## src/rtl/reg_bank_pkg.sv

```systemverilog
// Shared constants, FSM encoding and helpers for the register bank and its neighbours.
// Latency: n/a (declarations only).
// Backpressure: n/a.
package reg_bank_pkg;

    // Defaults shared with decode and writeback so the whole datapath agrees on sizes
    localparam int DEF_DATA_W   = 32;
    localparam int DEF_NUM_REGS = 32;

    // Init sweep FSM encoding
    typedef enum logic {
        ST_INIT = 1'b0,
        ST_RUN  = 1'b1
    } state_t;

    // Ceiling log2, minimum 1 bit so a 2-entry bank still gets an address line
    function automatic int clog2(input int n);
        int r;
        r = 1;
        for (int i = 1; i < 31; i++) begin
            if ((1 << i) < n) r = i + 1;
        end
        return r;
    endfunction

endpackage

```

## src/rtl/reg_bank_init_seq.sv

```systemverilog
// Init sweep FSM: writes reg[i] = i*INIT_STEP for every entry, then raises READY.
// Latency: NUM_REGS cycles per sweep, READY registered and high the cycle after the last write.
// Backpressure: none; INIT_REQ is only honoured in RUN, ignored mid-sweep.
module reg_bank_init_seq
    import reg_bank_pkg::*;
#(
    parameter int DATA_W    = 32,
    parameter int NUM_REGS  = 32,
    parameter int ADDR_W    = 5,
    parameter int INIT_STEP = 10
) (
    input  logic              clk,
    input  logic              rst,
    input  logic              i_init_req,
    output logic              o_init_we,
    output logic [ADDR_W-1:0] o_init_addr,
    output logic [DATA_W-1:0] o_init_data,
    output logic              o_ready
);

    localparam logic [ADDR_W-1:0] LP_LAST = ADDR_W'(NUM_REGS - 1);
    localparam logic [DATA_W-1:0] LP_STEP = DATA_W'(INIT_STEP);

    state_t            r_state;
    logic [ADDR_W-1:0] r_cnt;
    logic              r_ready;

    // Sweep FSM: walk the counter through every register, then sit in RUN until a re-init request
    always_ff @(posedge clk or negedge rst) begin
        if (!rst) begin
            r_state <= ST_INIT;
            r_cnt   <= '0;
            r_ready <= 1'b0;
        end else begin
            case (r_state)
                ST_INIT: begin
                    if (r_cnt == LP_LAST) begin
                        r_state <= ST_RUN;
                        r_cnt   <= '0;
                        r_ready <= 1'b1;
                    end else begin
                        r_cnt <= r_cnt + ADDR_W'(1);
                    end
                end
                ST_RUN: begin
                    if (i_init_req) begin
                        r_state <= ST_INIT;
                        r_cnt   <= '0;
                        r_ready <= 1'b0;
                    end
                end
                default: begin
                    r_state <= ST_INIT;
                    r_cnt   <= '0;
                    r_ready <= 1'b0;
                end
            endcase
        end
    end

    assign o_init_we   = (r_state == ST_INIT);
    assign o_init_addr = r_cnt;
    // Product wraps modulo 2^DATA_W by construction
    assign o_init_data = DATA_W'(r_cnt) * LP_STEP;
    assign o_ready     = r_ready;

endmodule

```

## src/rtl/reg_bank_mp.sv

```systemverilog
// Multi-read-port register file with hardware init sweep, optional zero reg and write bypass.
// Latency: reads combinational; writes visible next cycle (same cycle with BYPASS); WRT_DROP one cycle after.
// Backpressure: READY low during the sweep; writes offered then are discarded and flagged on WRT_DROP.
module reg_bank_mp
    import reg_bank_pkg::*;
#(
    parameter int   DATA_W    = DEF_DATA_W,
    parameter int   NUM_REGS  = DEF_NUM_REGS,
    parameter int   NUM_RD    = 2,
    parameter int   INIT_STEP = 10,
    parameter bit   ZERO_REG  = 1'b1,
    parameter bit   BYPASS    = 1'b1,
    localparam int  ADDR_W    = clog2(NUM_REGS)
) (
    input  logic                     clk,
    input  logic                     rst,
    input  logic                     INIT_REQ,
    input  logic [NUM_RD*ADDR_W-1:0] SRC_REG,
    output logic [NUM_RD*DATA_W-1:0] REG_DATA,
    input  logic [ADDR_W-1:0]        DEST_REG,
    input  logic [DATA_W-1:0]        WRT_DATA,
    input  logic                     WRT_EN,
    output logic                     READY,
    output logic                     WRT_DROP
);

    // One bit wider than the address so NUM_REGS itself is representable
    localparam logic [ADDR_W:0] LP_NUM = (ADDR_W + 1)'(NUM_REGS);

    logic [DATA_W-1:0] r_mem [NUM_REGS];
    logic              r_wrt_drop;

    logic              w_ready;
    logic              w_seq_we;
    logic              w_init_we;
    logic [ADDR_W-1:0] w_init_addr;
    logic [DATA_W-1:0] w_init_data;
    logic              w_dest_ok;
    logic              w_dest_zero;
    logic              w_user_we;

    reg_bank_init_seq #(
        .DATA_W    (DATA_W),
        .NUM_REGS  (NUM_REGS),
        .ADDR_W    (ADDR_W),
        .INIT_STEP (INIT_STEP)
    ) u_init_seq (
        .clk         (clk),
        .rst         (rst),
        .i_init_req  (INIT_REQ),
        .o_init_we   (w_seq_we),
        .o_init_addr (w_init_addr),
        .o_init_data (w_init_data),
        .o_ready     (w_ready)
    );

    // Hold off sweep writes while reset is asserted so reg 0 is not rewritten on every clock
    assign w_init_we   = w_seq_we & rst;
    assign w_dest_ok   = ({1'b0, DEST_REG} < LP_NUM);
    assign w_dest_zero = ZERO_REG && (DEST_REG == '0);
    assign w_user_we   = WRT_EN & w_ready & w_dest_ok & ~w_dest_zero;

    // Array update: sweep and user writes never overlap because user writes need READY
    always_ff @(posedge clk) begin
        if (w_init_we) begin
            r_mem[w_init_addr] <= w_init_data;
        end else if (w_user_we) begin
            r_mem[DEST_REG] <= WRT_DATA;
        end
    end

    // Flag any offered write that did not commit
    always_ff @(posedge clk or negedge rst) begin
        if (!rst) begin
            r_wrt_drop <= 1'b0;
        end else begin
            r_wrt_drop <= WRT_EN & ~w_user_we;
        end
    end

    assign READY    = w_ready;
    assign WRT_DROP = r_wrt_drop;

    for (genvar k = 0; k < NUM_RD; k++) begin : g_rd
        logic [ADDR_W-1:0] w_raddr;
        logic              w_rd_ok;
        logic              w_byp;
        logic [DATA_W-1:0] w_rdata;

        assign w_raddr = SRC_REG[k*ADDR_W +: ADDR_W];
        assign w_rd_ok = w_ready && ({1'b0, w_raddr} < LP_NUM) && !(ZERO_REG && (w_raddr == '0));
        // w_user_we already excludes out-of-range and zero-reg targets
        assign w_byp   = BYPASS && w_user_we && (DEST_REG == w_raddr);

        // Read mux: zero when not ready/invalid, forwarded write data on a hit, else array
        always_comb begin
            w_rdata = '0;
            if (w_rd_ok) begin
                w_rdata = w_byp ? WRT_DATA : r_mem[w_raddr];
            end
        end

        assign REG_DATA[k*DATA_W +: DATA_W] = w_rdata;
    end

endmodule

```

## config.mk

```make
export PLATFORM = sky130hd
export DESIGN_NAME = reg_bank_mp
export DESIGN_NICKNAME = d
export VERILOG_FILES = /design/src/rtl/reg_bank_pkg.sv /design/src/rtl/reg_bank_init_seq.sv /design/src/rtl/reg_bank_mp.sv
export SDC_FILE = /design/constraint.sdc
export NUM_CORES = 1
export LEC_CHECK = 0
export ABC_AREA = 0
export CAP_MARGIN = 20
export CORE_MARGIN = 2
export CORE_UTILIZATION = 55
export DETAILED_ROUTE_END_ITERATION = 6
export GPL_ROUTABILITY_DRIVEN = 1
export PLACE_DENSITY = 0.82
export SYNTH_ARGS = -nofsm -noshare
export SYNTH_HDL_FRONTEND = slang
export SYNTH_SLANG_ARGS = --single-unit
```

## constraint.sdc

```tcl
create_clock -name clk -period 9.63 [get_ports clk]
set_input_delay 1.926 -clock clk [delete_from_list [all_inputs] [get_ports clk]]
set_output_delay 1.926 -clock clk [all_outputs]
set_load 0.02 [all_outputs]
```

==> impl_results.md <==
* DR WL/cell at 37.57 microns
* Final GP Congestion at 0.9108
* RSZ-0062 raised after global routing: no
* Max-slew headroom at between 15 and 20%
* Via count at 31729
* Num ports at about 120
* Mapped Nets at 2744
* Total wire length at roughly 150000 microns
* Reg2reg end: r_mem[3][27]
* Worst EP arrival at 6.38 ns
* Cells on worst reg2reg path at 7
* Grt ovf at 0
* Avg Vias per Cell at 7.912
* Max Fanout on Critical Path at 22
* Final ANT Viol Nets at 0
* CP required at 7.70 ns
* Chip Width at a little over 300 microns
* Synthesized area per cell at approximately 18 sq um
* CP Launch Type: input pin
* Clock Sink Count at 1032
* DP HPWL at 83510 microns
* Share of cells above drive strength 1 at between 20% and 30%
* Post-Place Cells at approximately 3800
* Hold Path Origin: u_init_seq.r_state
* Fin Setup TNS at 0 ns
* Synth Cell Area at 48750 sq um
* HP Class: flip-flop to flip-flop
* Row cnt at 109
* DRT Pass-1 Iters at 6
* Outcome: finished clean
* Max-slew violations at 0
* Synth Instances at 2684
* CTS resizes at 0
* CP endpoint kind: primary output
* # setup viols final at 0
* Hold Path Sink: u_init_seq.o_ready
* Achievable Freq at 120.3 MHz
* Die area at 91040 sq um
* Pwr per Cell Area at 221.5 nW/um^2
* Die Span Y at 301.7 microns
* Buffers on Ports at 116
* Fin cells at 4010
* Worst-Skew Late Latency at 0.70 ns
* Nets@finish at roughly 2800
* DR iter-0 viols at 5312
* Largest net degree at the start of global routing at 88
* H-tree depth at 3
* Tot GR Track Use at approximately a third
* Initial antenna violation count at 1
* CTS tree: built
* Hold path depth at 1
* Final Cycle Share at around 86%
* Worst R2R Setup Slack at 5.73 ns
* Synth Register Bits at 1032
* Synth Warn # at 0
* Hold Buf Count CTS at 0
* Post-synthesis sequential area ratio at between 60% and 70%
* TritonCTS Buffers at between 90 and 100
* Critical path type: input pin to primary output
* Max-cap check violation count at 0
* Initial Utilization at 55.34%
* Core area at 88100 sq um
* CTS clock-pin slew for the worst setup and hold paths at 0.06 ns
* Leakage at 18.31 nW
* Worst IR drop on VDD at between 0.15 and 0.2 mV
* Vias in the first global route at approximately 32000
* Clock root buffer: clkbuf_16
* Fin crit period at 8.309 ns
* Postcts setup bufs at 0
* Area grow syn2layout at 12.82%
* Layout Skew at 0.03183 ns
* DRC viols at 0
* Worst R2R Start: u_init_seq.o_ready
* Worst-margin pin slew at 1.231 ns
* First-pass GRT wire length at between 200000 and 250000 microns
* Post-synthesis cell type count at 44
* Final hold vios at 0
* CTS Buffer Depth at 3
==> worst max-delay path by stage <==
stage	startpoint	to	slack, ns	cells after the start
final	DEST_REG[1]	REG_DATA[19]	1.32	7
after global routing	DEST_REG[1]	REG_DATA[19]	1.48	7
after CTS	DEST_REG[1]	REG_DATA[19]	1.80	7
after detailed placement	DEST_REG[1]	REG_DATA[19]	1.87	7
after global placement	DEST_REG[1]	REG_DATA[19]	1.88	7
after floorplan	SRC_REG[0]	REG_DATA[0]	3.98	7
==> Yosys cell counts (all sizes together) <==
library cell  count  area (sq um)
a221oi          128          1121
o311ai            2         17.52
o21bai           64         480.5
nand2b            7         43.79
a211o            64         560.5
mux4            384          8648
nand2            33         123.9
nor4              1         6.260
a211oi           64         480.5
nor3              4         20.02
a22o              2         17.52
and3              2         12.51
edfxtp         1024         30750
mux2              4         45.04
inv              10         37.54
mux2i           260          2603
o22ai             1         6.260
buf              94         465.4
o41ai             1         8.760
xnor2            12         105.1
o2111ai           1         15.01
o21ai             6         30.03
a21o              3         22.52
ha                8         100.1
a22oi           192          1441
and2             26         162.7
a21oi            71         355.3
xor2              2         17.52
clkbuf          137         514.2
or4               1         11.26
a31oi             3         18.77
o2bb2ai           1         8.760
dfrtp             8         200.2
a2111oi           1         10.01
o211ai            1         12.51
nor3b             1         7.510
nand3             3         15.01
nor2b             6         37.54
fa                1         20.02
o31ai             2         15.01
nor2             49         186.4
==> routing by layer <==
metal	up-vias	GRT usage [%]	part of all wire, %
met1	16017	42.06	32
met4	2	21.92	7.2
met5	-	0	0.0086
met3	690	9.797	15
met2	3220	49.75	46
li1	11800	-	-
==> registers in the layout, indices dropped and copies added, names as in the netlist <==
register	count
WRT_DROP	1
u_init_seq.r_state	1
u_init_seq.o_init_addr	5
u_init_seq.o_ready	1
r_mem	1024
==> cell families (layout without fill, tap and decap cells) <==
group,count (synthesis),in the layout,share of synthesized area [%]
buf+inv,241,401,2.086
fa+ha+maj,9,9,0.2464
compound gates,607,607,9.480
xor+xnor,14,14,0.2515
mux,648,648,23.17
other cells,0,1,0
simple gates,133,133,1.286
flops,1032,1032,63.48
==> layout by cell type (no fill, tap or decap), types with 15 or more instances in the layout <==
master           Yosys  final
nor2_4               0     38
a21oi_1             71     69
buf_4                4     78
clkbuf_16            0    101
mux4_2             384    384
mux2i_1            260    260
a211o_1             64     64
o21bai_1            64     64
clkbuf_1           137     19
a221oi_1           128    128
clkinv_1             0     18
bufinv_16            0     16
edfxtp_1          1024   1024
nand2_1             33     33
clkinv_2             0     15
and2_1              26     24
a22oi_1            192    192
a211oi_1            64     64
clkdlybuf4s50_1      0    108
==> through the flow <==
stage	power (mW)	instance area, sq um	setup WS (ns)	hold WS [ns]	util [%]
after floorplan	7.058	48750	3.984	0.5298	-
after global placement	7.937	51500	1.876	0.5762	58.45
after detailed placement	8.057	51520	1.868	0.5983	58.48
after CTS	12.04	54870	1.798	0.6081	62.28
after global routing	12.43	55000	1.476	0.6497	62.43
final	12.19	55000	1.321	0.6165	62.43
==> report_power, final <==
group / switching [mW] / total, mW / internal (mW)
registers: 0.150 / 5.76 / 5.61
clock network: 1.71 / 4.06 / 2.35
logic: 1.61 / 2.36 / 0.751
==> critical path, cell delays in order <==
cell	delay, ns
clkdlybuf4s50_1	0.69
xnor2_1	0.63
nand3_1	0.38
nor3_2	1.01
buf_4	0.64
a211o_1	0.37
clkdlybuf4s50_1	0.68
==> final cells by class <==
type                            count  area, sq um
Antenna cell                        1        2.502
Clock buffer                      120         2599
Clock inverter                     62        752.0
Fill cell                        5819        33100
Inverter                           10        37.54
Multi-Input combinational cell   1411        17210
Sequential cell                  1032        30950
Tap cell                         1165         1458
Timing Repair Buffer              209         1994
Power figures use the tool's default switching activity.
